[src/rtl/poly_small_mkgauss_pkg.sv]
// poly_small_mkgauss_pkg: gauss_1024_12289 CDT, FSM states and
// accumulator width shared by the small-polynomial sampler.
package poly_small_mkgauss_pkg;

  localparam int ACC_W = 16;
  localparam int CDT_N = 27;

  typedef enum logic [1:0] {
    IDLE,
    DRAW,
    OUT
  } state_t;

  localparam logic [62:0] CDT [CDT_N] = '{
    63'd1283868770400643928,
    63'd6416574995475331444,
    63'd4078260278032692663,
    63'd2353523259288686585,
    63'd1227179971273316331,
    63'd575931623374121527,
    63'd242543240509105209,
    63'd91437049221049666,
    63'd30799446349977173,
    63'd9255276791179340,
    63'd2478152334826140,
    63'd590642893610164,
    63'd125206034929641,
    63'd23590435911403,
    63'd3948334035941,
    63'd586753615614,
    63'd77391054539,
    63'd9056793210,
    63'd940121950,
    63'd86539696,
    63'd7062824,
    63'd510971,
    63'd32764,
    63'd1862,
    63'd94,
    63'd4,
    63'd0
  };

endpackage

[src/rtl/poly_small_mkgauss_mc_sampler.sv]
// gauss_cdt_sampler: one CDT draw per 128-bit word, combinational,
// producing a signed sample in -26..26.
module gauss_cdt_sampler
  import poly_small_mkgauss_pkg::*;
(
  input  logic [127:0]      rng,
  output logic signed [5:0] sample
);

  logic        neg;
  logic [62:0] r0;
  logic [62:0] r1;
  logic [26:1] ge;
  logic [4:0]  v;
  logic        unused_bit;

  assign neg        = rng[127];
  assign r0         = rng[126:64];
  assign r1         = rng[62:0];
  assign unused_bit = rng[63];

  always_comb begin
    ge = '0;
    for (int k = 1; k < CDT_N; k++)
      ge[k] = (r1 >= CDT[k]);
  end

  // Lowest matching k wins; r0 below CDT[0] forces zero.
  always_comb begin
    v = '0;
    for (int k = CDT_N - 1; k >= 1; k--)
      if (ge[k]) v = 5'(k);
    if (r0 < CDT[0]) v = '0;
  end

  assign sample = neg ? -$signed({1'b0, v})
                      :  $signed({1'b0, v});

endmodule

[src/rtl/poly_small_mkgauss_mc.sv]
// poly_small_mkgauss_mc: streams NPOLY small Gaussian polynomials with
// range rejection; define MKGAUSS_PARITY_EN for odd per-poly sums.
module poly_small_mkgauss_mc
  import poly_small_mkgauss_pkg::*;
#(
  parameter int LOGN   = 9,
  parameter int NPOLY  = 2,
  parameter int COEF_W = 8
) (
  input  logic              clk,
  input  logic              rst_n,
  input  logic              ena,
  input  logic              rng_valid,
  input  logic [127:0]      rng,
  output logic              rng_extract,
  output logic              f_valid,
  input  logic              f_ready,
  output logic [COEF_W-1:0] f,
  output logic [LOGN-1:0]   f_idx,
  output logic [1:0]        f_poly,
  output logic              f_last,
  output logic              busy,
  output logic              done
);

  localparam int N = 1 << LOGN;
  localparam int G = 1 << (10 - LOGN);
  localparam logic signed [ACC_W-1:0] LIM =
    ACC_W'((1 << (COEF_W - 1)) - 1);
  localparam logic [10:0]     G_LAST    = 11'(G - 1);
  localparam logic [LOGN-1:0] IDX_LAST  = LOGN'(N - 1);
  localparam logic [1:0]      POLY_LAST = 2'(NPOLY - 1);

  state_t                  state;
  state_t                  state_nx;
  logic signed [ACC_W-1:0] acc;
  logic signed [ACC_W-1:0] acc_sum;
  logic [10:0]             draw_cnt;
  logic [LOGN-1:0]         idx;
  logic [1:0]              poly;
  logic signed [5:0]       sample;
  logic                    last_draw;
  logic                    in_range;
  logic                    par_ok;
  logic                    accept;
  logic                    hs;
  logic                    final_hs;

  gauss_cdt_sampler u_cdt (
    .rng    (rng),
    .sample (sample)
  );

  assign acc_sum   = acc + ACC_W'(sample);
  assign last_draw = draw_cnt == G_LAST;
  assign in_range  = (acc_sum <= LIM) && (acc_sum >= -LIM);

`ifdef MKGAUSS_PARITY_EN
  logic par;

  // XOR of emitted LSBs; the closing coefficient must make it odd.
  assign par_ok = (idx != IDX_LAST) || (par ^ acc_sum[0]);

  always_ff @(posedge clk or negedge rst_n) begin
    if (!rst_n)  par <= 1'b0;
    else if (hs) par <= f_last ? 1'b0 : (par ^ f[0]);
  end
`else
  assign par_ok = 1'b1;
`endif

  assign rng_extract = (state == DRAW) && rng_valid;
  assign accept   = rng_extract && last_draw && in_range && par_ok;
  assign hs       = (state == OUT) && f_ready;
  assign final_hs = hs && (idx == IDX_LAST) && (poly == POLY_LAST);

  assign f_valid = state == OUT;
  assign busy    = state != IDLE;
  assign f_idx   = idx;
  assign f_poly  = poly;
  assign f_last  = idx == IDX_LAST;

  always_comb begin
    state_nx = state;
    unique case (state)
      IDLE: if (ena) state_nx = DRAW;
      DRAW: if (accept) state_nx = OUT;
      OUT: begin
        if (final_hs)  state_nx = IDLE;
        else if (hs)   state_nx = DRAW;
      end
      default: state_nx = IDLE;
    endcase
  end

  always_ff @(posedge clk or negedge rst_n) begin
    if (!rst_n) begin
      state    <= IDLE;
      acc      <= '0;
      draw_cnt <= '0;
      idx      <= '0;
      poly     <= '0;
      f        <= '0;
      done     <= 1'b0;
    end else begin
      state <= state_nx;
      done  <= final_hs;
      // A finished attempt always restarts from zero, accepted or not.
      if (rng_extract) begin
        if (last_draw) begin
          acc      <= '0;
          draw_cnt <= '0;
        end else begin
          acc      <= acc_sum;
          draw_cnt <= draw_cnt + 11'd1;
        end
      end
      if (accept) f <= acc_sum[COEF_W-1:0];
      if (hs) begin
        if (f_last) begin
          idx  <= '0;
          poly <= final_hs ? 2'd0 : poly + 2'd1;
        end else begin
          idx  <= idx + LOGN'(1);
        end
      end
    end
  end

endmodule
[config.mk]
export PLATFORM = sky130hd
export DESIGN_NAME = poly_small_mkgauss_mc
export DESIGN_NICKNAME = d
export VERILOG_FILES = /design/src/rtl/poly_small_mkgauss_pkg.sv /design/src/rtl/poly_small_mkgauss_mc_sampler.sv /design/src/rtl/poly_small_mkgauss_mc.sv
export SDC_FILE = /design/constraint.sdc
export NUM_CORES = 1
export LEC_CHECK = 0
export ABC_AREA = 1
export BUFFER_PORTS_ARGS = -buffer_cell sky130_fd_sc_hd__buf_2
export CAP_MARGIN = 10
export CORE_UTILIZATION = 52
export DETAILED_ROUTE_END_ITERATION = 8
export PLACE_DENSITY = 0.76
export RECOVER_POWER = 100
export SETUP_SLACK_MARGIN = 0.2
export SYNTH_ARGS = -nofsm -noshare
export SYNTH_HDL_FRONTEND = slang
export SYNTH_HIERARCHICAL = 1
export SYNTH_SLANG_ARGS = --single-unit
[constraint.sdc]
create_clock -name clk -period 2.09 [get_ports clk]
set_input_delay 0.418 -clock clk [delete_from_list [all_inputs] [get_ports clk]]
set_output_delay 0.418 -clock clk [all_outputs]
set_load 0.02 [all_outputs]
==> results.json, run 1 <==
{
  "clockRootBuffer": "clkbuf_16",
  "grt.total_usage_pct": 71.0,
  "yosysMostFrequentCell": "nand2_1",
  "grt_max_degree": 22,
  "synth_fp_nets": 1497,
  "syn_area_um2": 7550,
  "synth_top_area_share_pct": 16.2,
  "synthFlopType": "dfrtp_1",
  "htreeDepth": 2,
  "first_global_vias": 14500,
  "yosys-top-cells-area": "dfrtp_1 (16%), nand2_1 (16%), inv_1 (10%), nor2_1 (9.6%), nand3_1 (6.0%)",
  "synth_cell_type_count": 63,
  "ys_ff_latch": 49,
  "synth_top_cell_by_area": "dfrtp_1",
  "die_y_um": 122,
  "rows": 43,
  "syn_avg_cell_area_um2": 5.62,
  "error_line": "[ERROR GRT-0116] Global routing finished with congestion. Check the congestion regions in the DRC Viewer.",
  "synth_edf_count": 0,
  "cts_buffers": 5,
  "post_dp_cell_area_um2": 11500,
  "failed_stage": "global routing (5_1_grt)",
  "boundaryPins": 157,
  "cts_hold_buf": 0,
  "synth_cells": 1342,
  "io_buffers": 152,
  "gp_congestion": 1.08,
  "status": "did not finish",
  "cts_max_path_buffers": 2,
  "clock-sinks": 49,
  "start_util_pct": 53.7,
  "fp.dieW_um": 122,
  "dp_cells": 2054,
  "grt-ovfl-total": 20,
  "yosysWarnings": 6,
  "hpwl_um": 28200,
  "ys_seq_area_share_pct": 16.2,
  "async_flop_share_pct": 100,
  "grt_pass1_wl_um": 79700,
  "synthTopCellsByCount": "nand2_1 (325), inv_1 (205), nor2_1 (193), nand3_1 (90), o21ai_0 (79)"
}
[cell families after synthesis]
logic type	synth area share (%)
xor+xnor	1.36
flops	16.2
simple gates	47.1
buf+inv	12.3
fa+ha+maj	3.75
mux	0.149
compound gates	19.1
[what timing repair did]
| action | 4_1_cts |
|---|---|
| resized for setup | 171 |
| setup buffers | 35 |
| pin swaps | 46 |
| endpoints found under the setup margin | 33 |
| cloned | 2 |
[stage by stage]
stage	TNS [ns]	utilization [%]	setup WS, ns	hold slack (ns)
floorplan	-44.79	-	-2.22	0.122
global placement	-60.85	81.7	-2.81	0.389
CTS	-51.92	89.0	-2.50	0.100
detailed placement	-64.99	81.7	-3.02	0.395
[layer usage]
layer	global-route usage, %	overflow
met2	90.7	6
met3	56.6	0
met5	27.1	1
met1	69.6	0
met4	64.9	13
==> run 2: changes to the inputs <==
--- a/config.mk
+++ b/config.mk
@@ -8,11 +8,10 @@
 export ABC_AREA = 1
 export BUFFER_PORTS_ARGS = -buffer_cell sky130_fd_sc_hd__buf_2
 export CAP_MARGIN = 10
-export CORE_UTILIZATION = 52
+export CORE_UTILIZATION = 40
 export DETAILED_ROUTE_END_ITERATION = 8
-export PLACE_DENSITY = 0.76
+export PLACE_DENSITY_LB_ADDON = 0.15
 export RECOVER_POWER = 100
-export SETUP_SLACK_MARGIN = 0.2
 export SYNTH_ARGS = -nofsm -noshare
 export SYNTH_HDL_FRONTEND = slang
 export SYNTH_HIERARCHICAL = 1
==> constraint.sdc (replaced) <==
create_clock -name clk -period 2.7 [get_ports clk]
set_input_delay 0.54 -clock clk [delete_from_list [all_inputs] [get_ports clk]]
set_output_delay 0.54 -clock clk [all_outputs]
set_load 0.02 [all_outputs]
==> run 2 against run 1 <==
Compared with the run above:
- the flow now finishes, with violations (max-capacitance violations, max-slew violations, negative setup slack)
- area after synthesis unchanged
- synthesized cell count unchanged
==> results.json, run 2 <==
{
  "finalHoldViolations": 0,
  "io_buffers": 152,
  "p_leak_nw": 6.39,
  "drtIter0Drc": 723,
  "setup_violations": 26,
  "use_met3_pct": 4.47,
  "dp_cells": 2099,
  "synthFlopType": "dfrtp_1",
  "final_common_cell": "buf_4",
  "vias": 11200,
  "synthTopCellsByCount": "nand2_1 (325), inv_1 (205), nor2_1 (193), nand3_1 (90), o21ai_0 (79)",
  "grt_use_met1_pct": 40.9,
  "firstDrtPassIters": 7,
  "violations": "max-capacitance violations, max-slew violations, negative setup slack",
  "fin_skew_ns": 0.00932,
  "critPathCaptureType": "flop",
  "yosys-top-cells-area": "dfrtp_1 (16%), nand2_1 (16%), inv_1 (10%), nor2_1 (9.6%), nand3_1 (6.0%)",
  "syn_area_um2": 7550,
  "synth_top_area_share_pct": 16.2,
  "async_flop_share_pct": 100,
  "rsz0062_at_grt": "true",
  "worstPathArrival_ns": 4.93,
  "top_register": "acc",
  "criticalPathCategory": "primary input to flop",
  "instances_no_fill": 2126,
  "synth_top_cell_by_area": "dfrtp_1",
  "holdCritPathClass": "flop to flop",
  "core_um2": 18200,
  "cts.clk_slew.worst_paths_ns": 0.07,
  "fin_nets": 2050,
  "post_dp_cell_area_um2": 11500,
  "largest_reg_flops": 16,
  "crit_fanout": 6,
  "worst_slack_ns": -2.04,
  "total_power_mw": 5.63,
  "antenna_found_initial": 1,
  "drt-total-wl_um": 32600,
  "grt.busiest_layer": "met2",
  "status": "complete, but fails checks",
  "fp.dieW_um": 139,
  "layout_min_cycle_time_ns": 4.74,
  "worst_setup_path_start_kind": "primary input",
  "crit_slowest_cell": "a221oi_1",
  "cts_hold_buf": 0,
  "cp_slowest_stage_delay_ns": 0.39,
  "crit_required_ns": 2.89,
  "synth_edf_count": 0,
  "slew_headroom_pct": -7.27,
  "wl_per_cell_um": 15.3,
  "synth_cell_type_count": 63,
  "fin_util_pct": 69.1,
  "start_util_pct": 41.4,
  "fin_crit_sh_pct": 175,
  "dpl_worst_slack_ns": -2.46,
  "boundaryPins": 157,
  "hpwl_um": 26600,
  "clock.fmax_mhz": 211,
  "vias_per_cell": 5.25,
  "yosysMostFrequentCell": "nand2_1",
  "drive_above_1_share_pct": 41.9,
  "final_cell_mix": "buf_4 (383), nand2_1 (271), inv_1 (191)",
  "cts_tree": "yes",
  "die_y_um": 139,
  "ant_nets": 0,
  "hold-worst-slack_ns": 0.473,
  "gp_congestion": 0.995,
  "die-area_um2": 19400,
  "peakVddDrop_mv": 0.506,
  "tightest_slew_ns": 1.61,
  "grt_max_degree": 31,
  "finalSetupTns_ns": -39.38,
  "slew_viol_final": 31,
  "syn_avg_cell_area_um2": 5.62,
  "clockRootBuffer": "clkbuf_16",
  "rows": 49,
  "multi_input_area_um2": 6090,
  "clock-sinks": 49,
  "power_density_nw_per_um2": 448,
  "clk_latency_ns": 0.30,
  "synth_fp_nets": 1497,
  "regArea_um2": 1230,
  "fillers": 1670,
  "drc": 0,
  "synth_cells": 1342,
  "ys_seq_area_share_pct": 16.2,
  "yosysWarnings": 6,
  "syn_to_final_growth_pct": 66.6,
  "max_cap_viol_count": 1,
  "critPathMostFrequentCell": "nand2_1",
  "htreeDepth": 2,
  "cts_max_path_buffers": 2,
  "met2_usage_pct": 57.7,
  "fin_area_um2": 12600,
  "grt.total_usage_pct": 32.9,
  "grt_pass1_wl_um": 51800,
  "grt-ovfl-total": 0,
  "ys_ff_latch": 49,
  "cts_buffers": 5,
  "first_global_vias": 10900
}
[run 2: cell counts after synthesis]
No cell type changed its count.
[run 2: final timing paths]
check	end	slack, ns	cells past startpoint	startpoint
min in group asynchronous	done	0.63	1	rst_n
max in group asynchronous	acc[3]	0.82	2	rst_n
worst max-delay path	f[2]	-2.04	37	rng[2]
worst min-delay path	draw_cnt[10]	0.47	1	draw_cnt[10]
worst max register to register	state[0]	0.11	15	acc[0]
worst min register to register	draw_cnt[10]	0.47	1	draw_cnt[10]
[run 2: layout make-up]
cell class              count  share of cell area (%)
diodes                      1                  0.0199
repair buffers            558                    31.6
clock buffers               5                   0.995
well taps                 229                    2.28
flip-flops and latches     49                    9.75
multi-input cells        1057                    48.4
clock inverters             3                   0.199
inverters                 224                    6.80
[run 2: power breakdown]
group	switching (mW)	total (mW)	internal [mW]	leakage (nW)
Clock	0.295	0.644	0.349	0.0704
Combinational	2.15	3.89	1.74	5.70
Sequential	0.170	1.10	0.929	0.626
Total	2.61	5.63	3.02	6.39
[run 2: logic make-up (layout without fill, tap and decap cells)]
| logic type | Yosys count | in the layout | share of synthesized area [%] |
|---|---|---|---|
| AO/OA/AOI/OAI | 240 | 240 | 19.1 |
| XOR/XNOR | 10 | 10 | 1.36 |
| adder cells (fa/ha/maj) | 22 | 22 | 3.75 |
| buffers and inverters | 236 | 790 | 12.3 |
| flip-flops | 49 | 49 | 16.2 |
| multiplexers | 1 | 1 | 0.149 |
| other | 0 | 1 | 0 |
| AND/OR/NAND/NOR | 784 | 784 | 47.1 |
[run 2: routing by layer]
metal	routed length, um	vias up
met3	2240	80
li1	-	5591
met2	15500	456
met5	0	-
met1	13600	5040
met4	1310	0
[run 2: what timing repair did]
| item | CTS | global route |
|---|---|---|
| gates cloned | 1 | 0 |
| pin swaps | 54 | 57 |
| resized for setup | 161 | 84 |
| setup buffers | 17 | 5 |
| endpoints found under the setup margin | 26 | 26 |
[run 2: worst max-delay path: cells and delay by family]
family                   cells  cell delay, ns
adder cells (fa/ha/maj)      2            0.43
XOR/XNOR                     2            0.36
AO/OA/AOI/OAI                7            1.02
buffers and inverters        4            0.54
AND/OR/NAND/NOR             22            2.04
Note: power is estimated with default switching activity, not from simulation.
